--- src/rtl/tx_msg_fifo_pkg.sv ---
// Shared definitions for the TX message FIFO: default sizing and launch FSM state encodings.
package tx_msg_fifo_pkg;

  localparam int unsigned TxfWidth      = 8;
  localparam int unsigned TxfDepth      = 8;
  localparam int unsigned TxfTimeoutCyc = 64;

  typedef enum logic [1:0] {
    TxfIdle     = 2'd0,
    TxfLaunch   = 2'd1,
    TxfWaitBusy = 2'd2,
    TxfWaitDone = 2'd3
  } txf_state_e;

endpackage

--- src/rtl/tx_msg_fifo_if.sv ---
// Push-side and UART-launch-side signals of the TX message FIFO.
interface tx_msg_fifo_if
  import tx_msg_fifo_pkg::*;
#(
  parameter int unsigned Width = TxfWidth,
  parameter int unsigned Depth = TxfDepth
);
  localparam int unsigned PtrW = $clog2(Depth);

  logic [Width-1:0] wr_data;
  logic             wr_vld;
  logic             full;
  logic             empty;
  logic [PtrW:0]    count;
  logic             overflow;
  logic             tx_busy;
  logic [Width-1:0] tx_data;
  logic             tx_vld;

  // Producer / UART-side view
  modport master (
    output wr_data, wr_vld, tx_busy,
    input  full, empty, count, overflow, tx_data, tx_vld
  );

  // FIFO view
  modport slave (
    input  wr_data, wr_vld, tx_busy,
    output full, empty, count, overflow, tx_data, tx_vld
  );

endinterface

--- src/rtl/tx_fifo_mem.sv ---
// Depth x Width byte store: synchronous write, combinational read, no reset on the array.
module tx_fifo_mem #(
  parameter int unsigned Width = 8,
  parameter int unsigned Depth = 8,
  localparam int unsigned PtrW = $clog2(Depth)
) (
  input  logic             clk_i,
  input  logic             we_i,
  input  logic [PtrW-1:0]  waddr_i,
  input  logic [Width-1:0] wdata_i,
  input  logic [PtrW-1:0]  raddr_i,
  output logic [Width-1:0] rdata_o
);

  logic [Width-1:0] mem_q [Depth];

  always_ff @(posedge clk_i) begin
    if (we_i) begin
      mem_q[waddr_i] <= wdata_i;
    end
  end

  assign rdata_o = mem_q[raddr_i];

endmodule

--- src/rtl/tx_msg_fifo.sv ---
// Byte FIFO plus launch FSM pacing UART TX by its synchronised busy flag.
// Optional WAIT_BUSY re-launch timeout built only when TXF_TIMEOUT_EN is defined.
module tx_msg_fifo
  import tx_msg_fifo_pkg::*;
#(
  parameter int unsigned Width      = TxfWidth,
  parameter int unsigned Depth      = TxfDepth,
  parameter int unsigned TimeoutCyc = TxfTimeoutCyc
) (
  input logic          clk_i,
  input logic          rst_ni,
  tx_msg_fifo_if.slave bus
);

  localparam int unsigned PtrW = $clog2(Depth);
  localparam logic [PtrW:0]   DepthCnt = (PtrW + 1)'(Depth);
  localparam logic [PtrW:0]   CntOne   = (PtrW + 1)'(1);
  localparam logic [PtrW-1:0] PtrOne   = PtrW'(1);

  logic [PtrW-1:0] wp_q, rp_q;
  logic [PtrW:0]   count_q, count_d;
  logic            full_q, empty_q, overflow_q;
  logic            push, pop;
  logic [Width-1:0] rdata;
  txf_state_e      state_q, state_d;

  // A push while full is dropped even if a pop happens in the same cycle.
  assign push = bus.wr_vld & ~full_q;
  assign pop  = (state_q == TxfWaitBusy) & bus.tx_busy;

  always_comb begin
    count_d = count_q;
    if (push && !pop) begin
      count_d = count_q + CntOne;
    end else if (pop && !push) begin
      count_d = count_q - CntOne;
    end
  end

  always_ff @(posedge clk_i or negedge rst_ni) begin
    if (!rst_ni) begin
      wp_q       <= '0;
      rp_q       <= '0;
      count_q    <= '0;
      full_q     <= 1'b0;
      empty_q    <= 1'b1;
      overflow_q <= 1'b0;
    end else begin
      if (push) wp_q <= wp_q + PtrOne;
      if (pop)  rp_q <= rp_q + PtrOne;
      count_q <= count_d;
      full_q  <= (count_d == DepthCnt);
      empty_q <= (count_d == '0);
      if (bus.wr_vld && full_q) overflow_q <= 1'b1;
    end
  end

  tx_fifo_mem #(
    .Width (Width),
    .Depth (Depth)
  ) u_mem (
    .clk_i   (clk_i),
    .we_i    (push),
    .waddr_i (wp_q),
    .wdata_i (bus.wr_data),
    .raddr_i (rp_q),
    .rdata_o (rdata)
  );

`ifdef TXF_TIMEOUT_EN
  localparam int unsigned TmoW = $clog2(TimeoutCyc + 1);
  localparam logic [TmoW-1:0] TmoLast = TmoW'(TimeoutCyc - 1);
  localparam logic [TmoW-1:0] TmoOne  = TmoW'(1);

  logic [TmoW-1:0] tmo_q, tmo_d;

  always_ff @(posedge clk_i or negedge rst_ni) begin
    if (!rst_ni) begin
      tmo_q <= '0;
    end else begin
      tmo_q <= tmo_d;
    end
  end
`else
  logic unused_timeout;
  assign unused_timeout = ^TimeoutCyc;
`endif

  always_comb begin
    state_d = state_q;
`ifdef TXF_TIMEOUT_EN
    tmo_d = tmo_q;
`endif
    unique case (state_q)
      TxfIdle: begin
        if (!empty_q && !bus.tx_busy) state_d = TxfLaunch;
      end
      TxfLaunch: begin
        state_d = TxfWaitBusy;
`ifdef TXF_TIMEOUT_EN
        tmo_d = '0;
`endif
      end
      TxfWaitBusy: begin
        if (bus.tx_busy) begin
          state_d = TxfWaitDone;
        end
`ifdef TXF_TIMEOUT_EN
        // No busy seen: re-issue the same head byte, nothing is popped.
        else if (tmo_q == TmoLast) begin
          state_d = TxfLaunch;
        end else begin
          tmo_d = tmo_q + TmoOne;
        end
`endif
      end
      TxfWaitDone: begin
        if (!bus.tx_busy) state_d = TxfIdle;
      end
      default: state_d = TxfIdle;
    endcase
  end

  always_ff @(posedge clk_i or negedge rst_ni) begin
    if (!rst_ni) begin
      state_q <= TxfIdle;
    end else begin
      state_q <= state_d;
    end
  end

  assign bus.tx_vld   = (state_q == TxfLaunch);
  assign bus.tx_data  = rdata;
  assign bus.full     = full_q;
  assign bus.empty    = empty_q;
  assign bus.count    = count_q;
  assign bus.overflow = overflow_q;

endmodule
--- src/flat_wrapper.sv ---
// flat-port wrapper written by rule: the top's interface ports become plain ports
module tx_msg_fifo_flat import tx_msg_fifo_pkg::*;
#(
  parameter int unsigned Width      = TxfWidth,
  parameter int unsigned Depth      = TxfDepth,
  parameter int unsigned TimeoutCyc = TxfTimeoutCyc
)
  (clk_i, rst_ni, bus_wr_data, bus_wr_vld, bus_tx_busy, bus_full, bus_empty, bus_count, bus_overflow, bus_tx_data, bus_tx_vld);
  tx_msg_fifo_if #(.Width(Width), .Depth(Depth)) bus_i ();
  input logic clk_i;
  input logic rst_ni;
  input wire logic [$bits(bus_i.wr_data)-1:0] bus_wr_data;
  input wire logic [$bits(bus_i.wr_vld)-1:0] bus_wr_vld;
  input wire logic [$bits(bus_i.tx_busy)-1:0] bus_tx_busy;
  output wire logic [$bits(bus_i.full)-1:0] bus_full;
  output wire logic [$bits(bus_i.empty)-1:0] bus_empty;
  output wire logic [$bits(bus_i.count)-1:0] bus_count;
  output wire logic [$bits(bus_i.overflow)-1:0] bus_overflow;
  output wire logic [$bits(bus_i.tx_data)-1:0] bus_tx_data;
  output wire logic [$bits(bus_i.tx_vld)-1:0] bus_tx_vld;
  assign bus_i.wr_data = bus_wr_data;
  assign bus_i.wr_vld = bus_wr_vld;
  assign bus_i.tx_busy = bus_tx_busy;
  assign bus_full = bus_i.full;
  assign bus_empty = bus_i.empty;
  assign bus_count = bus_i.count;
  assign bus_overflow = bus_i.overflow;
  assign bus_tx_data = bus_i.tx_data;
  assign bus_tx_vld = bus_i.tx_vld;
  tx_msg_fifo #(.Width(Width), .Depth(Depth), .TimeoutCyc(TimeoutCyc)) u_core (.clk_i(clk_i), .rst_ni(rst_ni), .bus(bus_i));
endmodule
--- config.mk ---
export PLATFORM = sky130hd
export DESIGN_NAME = tx_msg_fifo_flat
export DESIGN_NICKNAME = d
export VERILOG_FILES = /design/src/rtl/tx_msg_fifo_pkg.sv /design/src/rtl/tx_msg_fifo_if.sv /design/src/rtl/tx_fifo_mem.sv /design/src/rtl/tx_msg_fifo.sv /design/src/flat_wrapper.sv
export SDC_FILE = /design/constraint.sdc
export NUM_CORES = 1
export LEC_CHECK = 0
export ABC_AREA = 1
export CAP_MARGIN = 20
export CORE_ASPECT_RATIO = 2
export CORE_MARGIN = 4
export CORE_UTILIZATION = 57
export CTS_CLUSTER_DIAMETER = 30
export DETAILED_ROUTE_END_ITERATION = 8
export HOLD_SLACK_MARGIN = 0.1
export PLACE_DENSITY = 0.78
export REMOVE_ABC_BUFFERS = 1
export SLEW_MARGIN = 15
export SYNTH_ARGS = -nofsm -noshare
export SYNTH_HDL_FRONTEND = slang
export SYNTH_SLANG_ARGS = --single-unit
--- constraint.sdc ---
create_clock -name clk_i -period 2.05 [get_ports clk_i]
set_input_delay 0.41 -clock clk_i [delete_from_list [all_inputs] [get_ports clk_i]]
set_output_delay 0.41 -clock clk_i [all_outputs]
set_load 0.03 [all_outputs]
==> impl_metrics.toml <==
[drt]
ant_nets = 0
drc = 0
avgRoutedWirePerCell_um = 17.7
viasPerCell = 5.52
num_vias = 2369
wl_met2_mm = 4.50
wl_met1_mm = 2.66
met3WireLength_um = 286
first_iter_violations = 97
postRouteWirelength_mm = 7.61
highest_layer = "met4"
dr.pass1.iters = 4

[finish]
final_common_cell = "edfxtp_1"
area_growth_pct = 29.9
final_cell_mix = "64 x edfxtp_1, 50 x nand2_1, 45 x nor2_1, 25 x o21ai_1, 18 x clkdlybuf4s50_1"
fillCellCount = 373
nNetsFinal = 383
num_antenna_cells = 0
fin_cells = 429
multiInputGateArea_um2 = 1100
drive_above_1_share_pct = 25.5
final_cell_area_um2 = 4440
finish.utilization_pct = 77.1
seq_area_um2 = 2300

[sta]
timing.fmax_ghz = 0.483
worst_pin_slew_ps = 376
finClkSkew_ps = 5.26
slew_viol_final = 0
relSlewSlack_pct = 74.8
rsz0062_at_grt = "yes"
fin_crit_ps = 2070
hold_viol_final = 0
finalSetupViolCount = 1
fin_ws_ps = -18.7
fin_crit_sh_pct = 101

[logic_synthesis]
ys_seq_area_share_pct = 67.2
synth_cells = 308
synth_top_family_by_area = "simple AND/OR/NAND/NOR gates"
yosysTopAreaCellShare_pct = 56.2
avgSynthCellArea_um2 = 11.1
synth_compound_gate_area_share_pct = 7.83
synth_area_leaders = "edfxtp_1 56%, dfrtp_1 10%, nor2_1 6.4%, nand2_1 5.8%, o21ai_1 4.0%"
yosys.area_share.simple_pct = 17.5
synth_xor_area_share_pct = 0.769
synth_area_um2 = 3420
muxShareOfSynthArea_pct = 0.293
synth.distinct_cells = 26
synth.ff_latch_count = 79
synth_adder_area_share_pct = 2.93
synth_warnings = 0
yosysTopAreaCell = "edfxtp_1"

[grt]
track_usage_pct = 20.4
grt_pass1_wl_mm = 11.2
grt_pass1_vias = 2400
antenna_found_initial = 0
grt_max_degree = 34
grt.overflow.total = 0

[outcome]
outcome = "complete, but fails checks"
violations = "negative setup slack"

[placement]
portBuffers = 27
hpwl_mm = 4.78
placed_area_um2 = 3850
gp_congestion = 0.768
post-place-cells = 404

[worst_setup_path]
reg2reg_slack_ps = 440
worst-path-buf-inv = 3
cp_top_family = "buffers and inverters"
critPathMaxStageDelay_ps = 410
ff2ff_path_depth = 11
critPathCaptureType = "primary output"
worstPathRequired_ps = 1640
crit_type = "reg -> out"
path_cells = "buf_12 -> clkbuf_16 -> nor2_1 -> nor2_1 -> o21ai_1 -> o21ai_1 -> nand2_1 -> nand2_2 -> buf_6"
arrival_ps = 1660
crit_slowest_cell = "dfrtp_2"
crit_fanout = 6
cp-start-kind = "flop"
r2r_start = "u_core.state_q[0]"
r2r_end = "u_core.bus.full"

[clock_tree]
clock_latency_ps = 330
cts_hold_buf = 0
htreeDepth = 3
cts_tree = "done"
cts-root-buf = "clkbuf_16"
cts.path.max_buffers = 2
cts_buffers = 9
path_clk_slew_ps = 50
cts.sinks = 79

[floorplanning]
design.core.area_um2 = 5760
ios = 28
dieHeight_um = 118
die_width_um = 62.8
fp.dieArea_um2 = 7380
initial_core_util_pct = 59.4
rows = 39

[power]
irDropWorstVdd_mv = 1.07
p_leak_nw = 1.77
power.density_nw_per_um2 = 1640

[worst_hold_path]
worstHoldPathType = "in -> async"

[run]
cap_violations = 0
[routing by layer]
layer  up-vias  track usage [%]
li1       1155                -
met1      1145             19.9
met2        57             38.1
met3        12             4.49
met4         0             11.9
met5         -                0
[per-stage QoR]
step                      total power [mW]  hold WS, ps  TNS [ps]  worst slack [ps]
after floorplan                       4.05          114         0              34.8
after global placement                4.99          465         0               135
after detailed placement              5.09          470         0              77.5
after CTS                             6.69          401         0              15.7
after global routing                  7.69          406      -244              -102
final                                 7.28          397     -18.7             -18.7
[area by class of cell]
| cell class | count | area share, % |
|---|---|---|
| Inverter | 18 | 1.75 |
| Clock inverter | 1 | 0.676 |
| Multi-Input combinational cell | 201 | 24.8 |
| Tap cell | 61 | 1.72 |
| Timing Repair Buffer | 54 | 13.5 |
| Sequential cell | 79 | 51.8 |
| Clock buffer | 15 | 5.81 |
[registers in the layout (all words and copies together), names as in the netlist]
register             flops
u_core.bus.count         4
u_core.bus.empty         1
u_core.bus.full          1
u_core.bus.overflow      1
u_core.rp_q              3
u_core.state_q           2
u_core.u_mem.mem_q      64
u_core.wp_q              3
[report_power, final]
part	internal (mW)	switching, mW
registers	2.08	0.197
logic	1.45	2.04
clock network	0.977	0.538
total	4.51	2.77
[cell families after synthesis]
kind of cell               Yosys count
and+or+nand+nor                    136
buffers and inverters               28
xor gates and xnor gates             3
muxes                                1
AOI/OAI and AO/OA                   53
adders and majority gates            8
DFF                                 79
[repair_timing]
action                                  in CTS  in global routing
endpoints found under the setup margin       9                  7
cloned                                       0                  4
resized for setup                            5                 53
setup buffers                                3                  2
hold endpoints to repair                     0                  0
pin swaps                                    0                 18
[synth_stat cells]
cell / instances
a21oi_1: 1
buf_2: 7
clkbuf_1: 3
clkinv_1: 1
clkinv_4: 1
dfrtp_1: 14
dfstp_2: 1
edfxtp_1: 64
ha_1: 8
inv_1: 13
inv_2: 3
mux2i_1: 1
nand2_1: 53
nand2_2: 6
nand2_4: 3
nand3_1: 6
nand3_2: 2
nor2_1: 58
nor2_2: 4
nor2_4: 2
nor3_1: 1
o21ai_0: 24
o21ai_1: 27
o21bai_1: 1
or2_1: 1
xor2_1: 3
[how the worst max path moves through the flow]
stage                                    end  slack (ps)           start  cells past startpoint
detailed placement  u_core.u_mem.mem_q[2][7]          80      bus_wr_vld                      5
global route                  bus_tx_data[1]        -100  u_core.rp_q[0]                      9
CTS                           bus_tx_data[1]          20  u_core.rp_q[0]                      8
global placement    u_core.u_mem.mem_q[2][7]         140      bus_wr_vld                      5
finish                        bus_tx_data[1]         -20  u_core.rp_q[0]                      9
floorplan                     bus_tx_data[0]          30  u_core.rp_q[0]                      5
Note: power is estimated with default switching activity, not from simulation.
